### config.mk
export PLATFORM = sky130hd
export DESIGN_NAME = motor_cmd_arbiter_flat
export DESIGN_NICKNAME = d
export VERILOG_FILES = /design/src/rtl/motor_cmd_pkg.sv /design/src/rtl/motor_cmd_arbiter_if.sv /design/src/rtl/motor_cmd_arbiter_cmd_timer.sv /design/src/rtl/motor_cmd_arbiter.sv /design/src/flat_wrapper.sv
export SDC_FILE = /design/constraint.sdc
export NUM_CORES = 1
export LEC_CHECK = 0
export BUFFER_PORTS_ARGS = -buffer_cell sky130_fd_sc_hd__buf_2
export CORE_AREA = 2 2 86 88
export CTS_CLUSTER_DIAMETER = 50
export CTS_CLUSTER_SIZE = 30
export DETAILED_ROUTE_END_ITERATION = 8
export DIE_AREA = 0 0 88 90
export GPL_TIMING_DRIVEN = 0
export PLACE_DENSITY = 0.8
export SLEW_MARGIN = 10
export SYNTH_ARGS = -nofsm -noshare
export SYNTH_HDL_FRONTEND = slang
export SYNTH_SLANG_ARGS = --single-unit
### constraint.sdc
create_clock -name clk -period 1.9 [get_ports clk]
set_clock_uncertainty 0.1 [all_clocks]
set_input_delay 0.285 -clock clk [delete_from_list [all_inputs] [get_ports clk]]
set_output_delay 0.285 -clock clk [all_outputs]
set_load 0.01 [all_outputs]
### src/rtl/motor_cmd_pkg.sv
// Shared types and constants for the motor-command arbiter: command payload,
// requester source encoding and arbiter FSM states.
package motor_cmd_pkg;

  typedef enum logic [1:0] {
    SRC_NONE  = 2'd0,
    SRC_AUTO  = 2'd1,
    SRC_MAN   = 2'd2,
    SRC_ESTOP = 2'd3
  } src_t;

  typedef struct packed {
    logic [2:0] code;
    logic       neg_l;
    logic       neg_r;
  } motor_cmd_t;

  typedef struct packed {
    motor_cmd_t cmd;
    src_t       src;
  } arb_req_t;

  typedef enum logic [1:0] {
    ST_IDLE  = 2'd0,
    ST_ISSUE = 2'd1,
    ST_BUSY  = 2'd2
  } arb_state_t;

  localparam logic [2:0] CODE_STOP = 3'b000;

  localparam arb_req_t REQ_STOP_NONE = '{
    cmd: '{code: CODE_STOP, neg_l: 1'b0, neg_r: 1'b0},
    src: SRC_NONE
  };

  // A stop never carries reverse flags, whatever the requester asked for.
  function automatic motor_cmd_t force_fwd(input logic [2:0] code,
                                           input logic       neg_l,
                                           input logic       neg_r);
    motor_cmd_t c;
    c.code  = code;
    c.neg_l = (code == CODE_STOP) ? 1'b0 : neg_l;
    c.neg_r = (code == CODE_STOP) ? 1'b0 : neg_r;
    return c;
  endfunction

endpackage

### src/rtl/motor_cmd_arbiter_if.sv
// Valid/ready command channel between the arbiter and the uart_comm transmitter.
interface motor_cmd_if;

  logic [2:0] cmd_code;
  logic       cmd_neg_l;
  logic       cmd_neg_r;
  logic       cmd_valid;
  logic       cmd_ready;

  modport master (
    output cmd_code, cmd_neg_l, cmd_neg_r, cmd_valid,
    input  cmd_ready
  );

  modport slave (
    input  cmd_code, cmd_neg_l, cmd_neg_r, cmd_valid,
    output cmd_ready
  );

endinterface

### src/rtl/motor_cmd_arbiter_cmd_timer.sv
// Saturating up-counter with synchronous clear; expire_o is high while the
// count sits at LIMIT-1.
module cmd_timer #(
  parameter int unsigned LIMIT = 16
) (
  input  logic clk,
  input  logic rst,
  input  logic clr_i,
  input  logic en_i,
  output logic expire_o
);

  localparam int unsigned W = (LIMIT > 1) ? $clog2(LIMIT) : 1;
  localparam logic [W-1:0] LAST = W'(LIMIT - 1);

  logic [W-1:0] cnt_q, cnt_d;

  always_comb begin
    cnt_d = cnt_q;
    if (clr_i) begin
      cnt_d = '0;
    end else if (en_i && (cnt_q != LAST)) begin
      cnt_d = cnt_q + W'(1);
    end else begin
      cnt_d = cnt_q;
    end
  end

  always_ff @(posedge clk) begin
    if (rst) begin
      cnt_q <= '0;
    end else begin
      cnt_q <= cnt_d;
    end
  end

  assign expire_o = (cnt_q == LAST);

endmodule

### src/rtl/motor_cmd_arbiter.sv
// Shares the uart_comm motor-command transmitter between estop, manual and
// autonomous requesters; sends on change and refreshes periodically.
module motor_cmd_arbiter
  import motor_cmd_pkg::*;
#(
  parameter int unsigned REFRESH_CYCLES = 25_000_000,
  parameter int unsigned AUTO_TIMEOUT   = 50_000_000
) (
  input  logic             clk,
  input  logic             rst,
  input  logic             estop,
  input  logic             man_en,
  input  logic [2:0]       man_code,
  input  logic             man_neg_l,
  input  logic             man_neg_r,
  input  logic             auto_valid,
  input  logic [2:0]       auto_code,
  input  logic             auto_neg_l,
  input  logic             auto_neg_r,
  motor_cmd_if.master      cmd,
  output logic [1:0]       active_src,
  output logic             auto_stale
);

  arb_state_t state_q, state_d;
  arb_req_t   want_q, want_d;
  arb_req_t   sent_q, sent_d;
  arb_req_t   pay_q, pay_d;
  motor_cmd_t auto_q, auto_d;
  src_t       active_src_q, active_src_d;
  logic       valid_q, valid_d;
  logic       auto_stale_q, auto_stale_d;
  logic       accept, refresh_due, fresh_expire;

  assign accept = valid_q && cmd.cmd_ready;

  cmd_timer #(.LIMIT(REFRESH_CYCLES)) u_refresh (
    .clk      (clk),
    .rst      (rst),
    .clr_i    (accept),
    .en_i     (state_q != ST_ISSUE),
    .expire_o (refresh_due)
  );

  cmd_timer #(.LIMIT(AUTO_TIMEOUT)) u_fresh (
    .clk      (clk),
    .rst      (rst),
    .clr_i    (auto_valid),
    .en_i     (1'b1),
    .expire_o (fresh_expire)
  );

  always_comb begin
    auto_d       = auto_q;
    auto_stale_d = auto_stale_q;
    if (auto_valid) begin
      auto_d.code  = auto_code;
      auto_d.neg_l = auto_neg_l;
      auto_d.neg_r = auto_neg_r;
      auto_stale_d = 1'b0;
    end else if (fresh_expire) begin
      auto_stale_d = 1'b1;
    end else begin
      auto_stale_d = auto_stale_q;
    end
  end

  always_comb begin
    want_d = REQ_STOP_NONE;
    if (estop) begin
      want_d.src = SRC_ESTOP;
    end else if (man_en) begin
      want_d.cmd = force_fwd(man_code, man_neg_l, man_neg_r);
      want_d.src = SRC_MAN;
    end else if (!auto_stale_q) begin
      want_d.cmd = force_fwd(auto_q.code, auto_q.neg_l, auto_q.neg_r);
      want_d.src = SRC_AUTO;
    end else begin
      want_d = REQ_STOP_NONE;
    end
  end

  // Payload is frozen from IDLE exit until accept; later requests wait for IDLE.
  always_comb begin
    state_d      = state_q;
    pay_d        = pay_q;
    valid_d      = valid_q;
    sent_d       = sent_q;
    active_src_d = active_src_q;
    case (state_q)
      ST_IDLE: begin
        if ((want_q != sent_q) || refresh_due) begin
          state_d = ST_ISSUE;
          pay_d   = want_q;
          valid_d = 1'b1;
        end else begin
          state_d = ST_IDLE;
        end
      end
      ST_ISSUE: begin
        if (accept) begin
          sent_d       = pay_q;
          active_src_d = pay_q.src;
          valid_d      = 1'b0;
          state_d      = ST_BUSY;
        end else begin
          state_d = ST_ISSUE;
        end
      end
      ST_BUSY: begin
        if (cmd.cmd_ready) begin
          state_d = ST_IDLE;
        end else begin
          state_d = ST_BUSY;
        end
      end
      default: begin
        state_d = ST_IDLE;
        valid_d = 1'b0;
      end
    endcase
  end

  always_ff @(posedge clk) begin
    if (rst) begin
      state_q      <= ST_IDLE;
      want_q       <= REQ_STOP_NONE;
      sent_q       <= REQ_STOP_NONE;
      pay_q        <= REQ_STOP_NONE;
      valid_q      <= 1'b0;
      active_src_q <= SRC_NONE;
      auto_q       <= '0;
      auto_stale_q <= 1'b1;
    end else begin
      state_q      <= state_d;
      want_q       <= want_d;
      sent_q       <= sent_d;
      pay_q        <= pay_d;
      valid_q      <= valid_d;
      active_src_q <= active_src_d;
      auto_q       <= auto_d;
      auto_stale_q <= auto_stale_d;
    end
  end

  assign cmd.cmd_code  = pay_q.cmd.code;
  assign cmd.cmd_neg_l = pay_q.cmd.neg_l;
  assign cmd.cmd_neg_r = pay_q.cmd.neg_r;
  assign cmd.cmd_valid = valid_q;
  assign active_src    = active_src_q;
  assign auto_stale    = auto_stale_q;

endmodule
### src/flat_wrapper.sv
// flat-port wrapper written by rule: the top's interface ports become plain ports
module motor_cmd_arbiter_flat import motor_cmd_pkg::*;
#(
  parameter int unsigned REFRESH_CYCLES = 25_000_000,
  parameter int unsigned AUTO_TIMEOUT   = 50_000_000
)
  (clk, rst, estop, man_en, man_code, man_neg_l, man_neg_r, auto_valid, auto_code, auto_neg_l, auto_neg_r, active_src, auto_stale, cmd_cmd_code, cmd_cmd_neg_l, cmd_cmd_neg_r, cmd_cmd_valid, cmd_cmd_ready);
  motor_cmd_if cmd_i ();
  input  logic clk;
  input  logic rst;
  input  logic estop;
  input  logic man_en;
  input  logic [2:0] man_code;
  input  logic man_neg_l;
  input  logic man_neg_r;
  input  logic auto_valid;
  input  logic [2:0] auto_code;
  input  logic auto_neg_l;
  input  logic auto_neg_r;
  output logic [1:0] active_src;
  output logic auto_stale;
  output wire logic [$bits(cmd_i.cmd_code)-1:0] cmd_cmd_code;
  output wire logic [$bits(cmd_i.cmd_neg_l)-1:0] cmd_cmd_neg_l;
  output wire logic [$bits(cmd_i.cmd_neg_r)-1:0] cmd_cmd_neg_r;
  output wire logic [$bits(cmd_i.cmd_valid)-1:0] cmd_cmd_valid;
  input wire logic [$bits(cmd_i.cmd_ready)-1:0] cmd_cmd_ready;
  assign cmd_cmd_code = cmd_i.cmd_code;
  assign cmd_cmd_neg_l = cmd_i.cmd_neg_l;
  assign cmd_cmd_neg_r = cmd_i.cmd_neg_r;
  assign cmd_cmd_valid = cmd_i.cmd_valid;
  assign cmd_i.cmd_ready = cmd_cmd_ready;
  motor_cmd_arbiter #(.REFRESH_CYCLES(REFRESH_CYCLES), .AUTO_TIMEOUT(AUTO_TIMEOUT)) u_core (.clk(clk), .rst(rst), .estop(estop), .man_en(man_en), .man_code(man_code), .man_neg_l(man_neg_l), .man_neg_r(man_neg_r), .auto_valid(auto_valid), .auto_code(auto_code), .auto_neg_l(auto_neg_l), .auto_neg_r(auto_neg_r), .cmd(cmd_i), .active_src(active_src), .auto_stale(auto_stale));
endmodule
==> qor.yml <==
pwr:
  max-vdd-ir-drop_v: 0.0006156
  p_leak_nw: 1.701
  power.density_mw_per_mm2: 740.7
  power_mw: 3.306
synthesis:
  synth.top_cells.by_area: "dfxtp_1 44%, xor2_1 6.9%, nor2_1 6.2%"
  synthFlopType: "dfxtp_1"
  synth_top_family_by_area: "simple AND/OR/NAND/NOR gates"
  synth-compound-area-share: 0.08820
  synthMuxAreaShare: 0.04342
  yosys.area_share.xor_xnor: 0.09973
  synthArstFlopShare: 0
  synthSimpleGateAreaFrac: 0.2836
  yosys.area.top_type: "dfxtp_1"
  syn_area_per_cell_um2: 8.679
  synth_cell_types: 52
  synthAdderAreaFrac: 0.006784
  synth_top_area_share: 0.4396
  synth_nets: 443
  synth-seq-area-share: 0.4396
  synth.top_cells.by_count: "81 x dfxtp_1, 61 x nor2_1, 52 x nand2_1"
  yosysMostFrequentCell: "dfxtp_1"
  synth_edf_count: 0
  syn_area_mm2: 0.003689
  postSynthCellCount: 425
  ys_warn_count: 0
  synth_seq_cells: 81
setup_path:
  crit_path_start_kind: "flip-flop"
  required_ns: 2.02
  r2r_cells: 6
  crit_arrival_ns: 2.15
  crit-reg2reg-launch: "u_core.u_fresh.cnt_q[10]$_SDFFE_PP0P_"
  r2r_slack_ns: -0.13
  cp_max_fo: 5
  crit_path_end_kind: "flip-flop"
  timing.rr.end: "u_core.u_fresh.cnt_q[1]$_SDFFE_PP0P_"
  path_class: "reg -> reg"
route:
  drt-total-wl_um: 8318
  drc: 0
  via_per_inst: 5.452
  wl_per_cell_um: 14.29
  via_count: 3173
  first_pass_iters: 4
  postRouteAntennaNets: 0
  drtIter0Drc: 123
place:
  dpl_cell_area_mm2: 0.003946
  pre_cts_ws_ns: -0.3130
  routabilityCongestion: 0.8538
  dp_hpwl_um: 5301
  placed_cells: 545
  numPortBuffers: 21
die:
  rows: 31
  core_mm2: 0.007020
  initial_core_util: 0.5254
  die_y_um: 90
  chipWidth_um: 88
  dieArea_mm2: 0.007920
  io_pins: 25
timing:
  hold_violations: 0
  timing.setup.tns_ns: -0.8666
  fin_ws_ns: -0.1266
  fmax_mhz: 493.4
  worst_hold_slack_ns: 0.07527
  maxSlewViolCount: 0
  rsz0062_at_grt: "yes"
  min_period_ns: 2.027
  maxSlewHeadroom: 0.3954
  final-setup-viol-count: 16
  post-route-period-util: 1.067
  worstMarginPinSlew_ns: 0.9068
global_route:
  grt_use_total: 0.2186
  grt_first_pass_wirelength_um: 14050
  overflow: 0
  antenna_found_initial: 0
  grt_max_degree: 14
  first_global_vias: 3114
hold_path:
  hold_path.class: "in -> reg"
  hold_depth: 3
  worstHoldStart: "auto_code[1]"
  holdPathEnd: "u_core.auto_q[3]$_SDFFE_PP0P_"
clocking:
  htreeDepth: 3
  cts_hold_buf: 0
  cts_tree: "yes"
  cts.sinks: 81
  root_buffer: "clkbuf_8"
  numCtsBuffers: 9
  clkLatencyLatePin_ns: 0.34
  clockBufferDepth: 2
  cts.clk_slew.worst_paths_ns: 0.08
layout:
  syn2layout_area_growth_pct: 21.00
  postLayoutCellArea_mm2: 0.004463
  postLayoutCoreUtil: 0.6357
  stdcell_count: 582
  n_antenna_cell: 0
  fin_nets: 496
  drive_gt1_frac: 0.2464
  fillers: 563
run_status:
  failed_checks: "negative setup slack"
  status: "finished with violations"
flow_run:
  maxCapViolations: 0
state kept, by name, summed over array words and instances (netlist names):
name and flops:
u_core.u_fresh.cnt_q 26, u_core.want_q 7, u_core.u_refresh.cnt_q 25, u_core.sent_q 7, u_core.auto_q 5, u_core.cmd.cmd_code 3, u_core.cmd.cmd_neg_r 1, u_core.state_q 2
u_core.pay_q 2, u_core.cmd.cmd_neg_l 1, u_core.cmd.cmd_valid 1, u_core.auto_stale 1
per-layer routing:
layer,routed length [µm],global-route usage,share of wire,vias to the layer above
met5,0,0,0,-
met1,3523,0.2626,0.42,1514
met2,4378,0.3756,0.53,78
met3,335,0.05234,0.040,10
li1,-,-,-,1571
met4,81,0.07436,0.0097,0
report_power, final:
| part | internal (mW) | switching [mW] |
|---|---|---|
| clock network | 0.547 | 0.609 |
| logic | 0.159 | 0.197 |
| registers | 1.75 | 0.0477 |
| total | 2.45 | 0.854 |
what timing repair did:
action | 4_1_cts | 5_1_grt
pin swaps | 6 | 14
gates resized for setup | 22 | 30
endpoints found under the hold margin | 0 | 0
buffers inserted | 11 | 10
setup endpoints to repair | 30 | 51
cloned | 1 | 0
worst max-delay path by stage:
| stage | startpoint | endpoint | cells past startpoint |
|---|---|---|---|
| after floorplan | u_core.u_refresh.cnt_q[1]$_SDFFE_PP0P_ | u_core.cmd.cmd_code[0]$_SDFFE_PP0P_ | 6 |
| after global placement | u_core.u_refresh.cnt_q[1]$_SDFFE_PP0P_ | u_core.cmd.cmd_code[0]$_SDFFE_PP0P_ | 6 |
| after detailed placement | u_core.u_refresh.cnt_q[1]$_SDFFE_PP0P_ | u_core.cmd.cmd_code[2]$_SDFFE_PP0P_ | 6 |
| after CTS | u_core.u_fresh.cnt_q[10]$_SDFFE_PP0P_ | u_core.u_fresh.cnt_q[1]$_SDFFE_PP0P_ | 6 |
| after global routing | u_core.u_fresh.cnt_q[10]$_SDFFE_PP0P_ | u_core.u_fresh.cnt_q[1]$_SDFFE_PP0P_ | 6 |
| final | u_core.u_fresh.cnt_q[10]$_SDFFE_PP0P_ | u_core.u_fresh.cnt_q[1]$_SDFFE_PP0P_ | 6 |
critical path: stages, from the launching register on:
cell and delay [ns]:
dfxtp_2 0.33, or4b_4 0.55, nor4_4 0.28, and4_4 0.28, buf_6 0.12, mux2i_1 0.18, nor2_1 0.06
final cells by class:
| cell class | instances | area [µm²] | area share |
|---|---|---|---|
| multi-input combinational | 315 | 2083 | 0.4668 |
| sequential | 81 | 1650 | 0.3698 |
| timing repair buffer | 43 | 277.8 | 0.06224 |
| clock buffer | 12 | 155.1 | 0.03476 |
| tap | 99 | 123.9 | 0.02775 |
| buffer | 20 | 116.4 | 0.02607 |
| inverter | 8 | 30.03 | 0.006728 |
| clock inverter | 4 | 26.28 | 0.005887 |
cells in the final DEF, fill, tap and decap left out, drive strengths merged, types with 2 or more instances in the layout:
master   n
nor3    13
o21ai    8
nor2    61
buf     51
and3     7
xor2    29
a21oi   21
a211oi   4
a22oi    2
mux2i   16
xnor2   13
or3      5
o21a     3
nor3b    4
dfxtp   81
ha       2
a21o     2
and2     2
nand2b   4
inv      8
nand4   12
clkbuf  23
nand3   25
nor4     8
nand2   53
and4     3
or4b     2
clkinv   3
or4      2
o31a     2
logic make-up (layout without fill, tap and decap cells):
| logic type | after synthesis | after routing |
|---|---|---|
| AND/OR/NAND/NOR | 206 | 206 |
| XOR/XNOR | 42 | 42 |
| AO/OA/AOI/OAI | 49 | 49 |
| adder cells (fa/ha/maj) | 2 | 2 |
| flip-flops | 81 | 81 |
| multiplexers | 16 | 16 |
| buffers and inverters | 29 | 87 |
(Power assumes the default switching activity.)
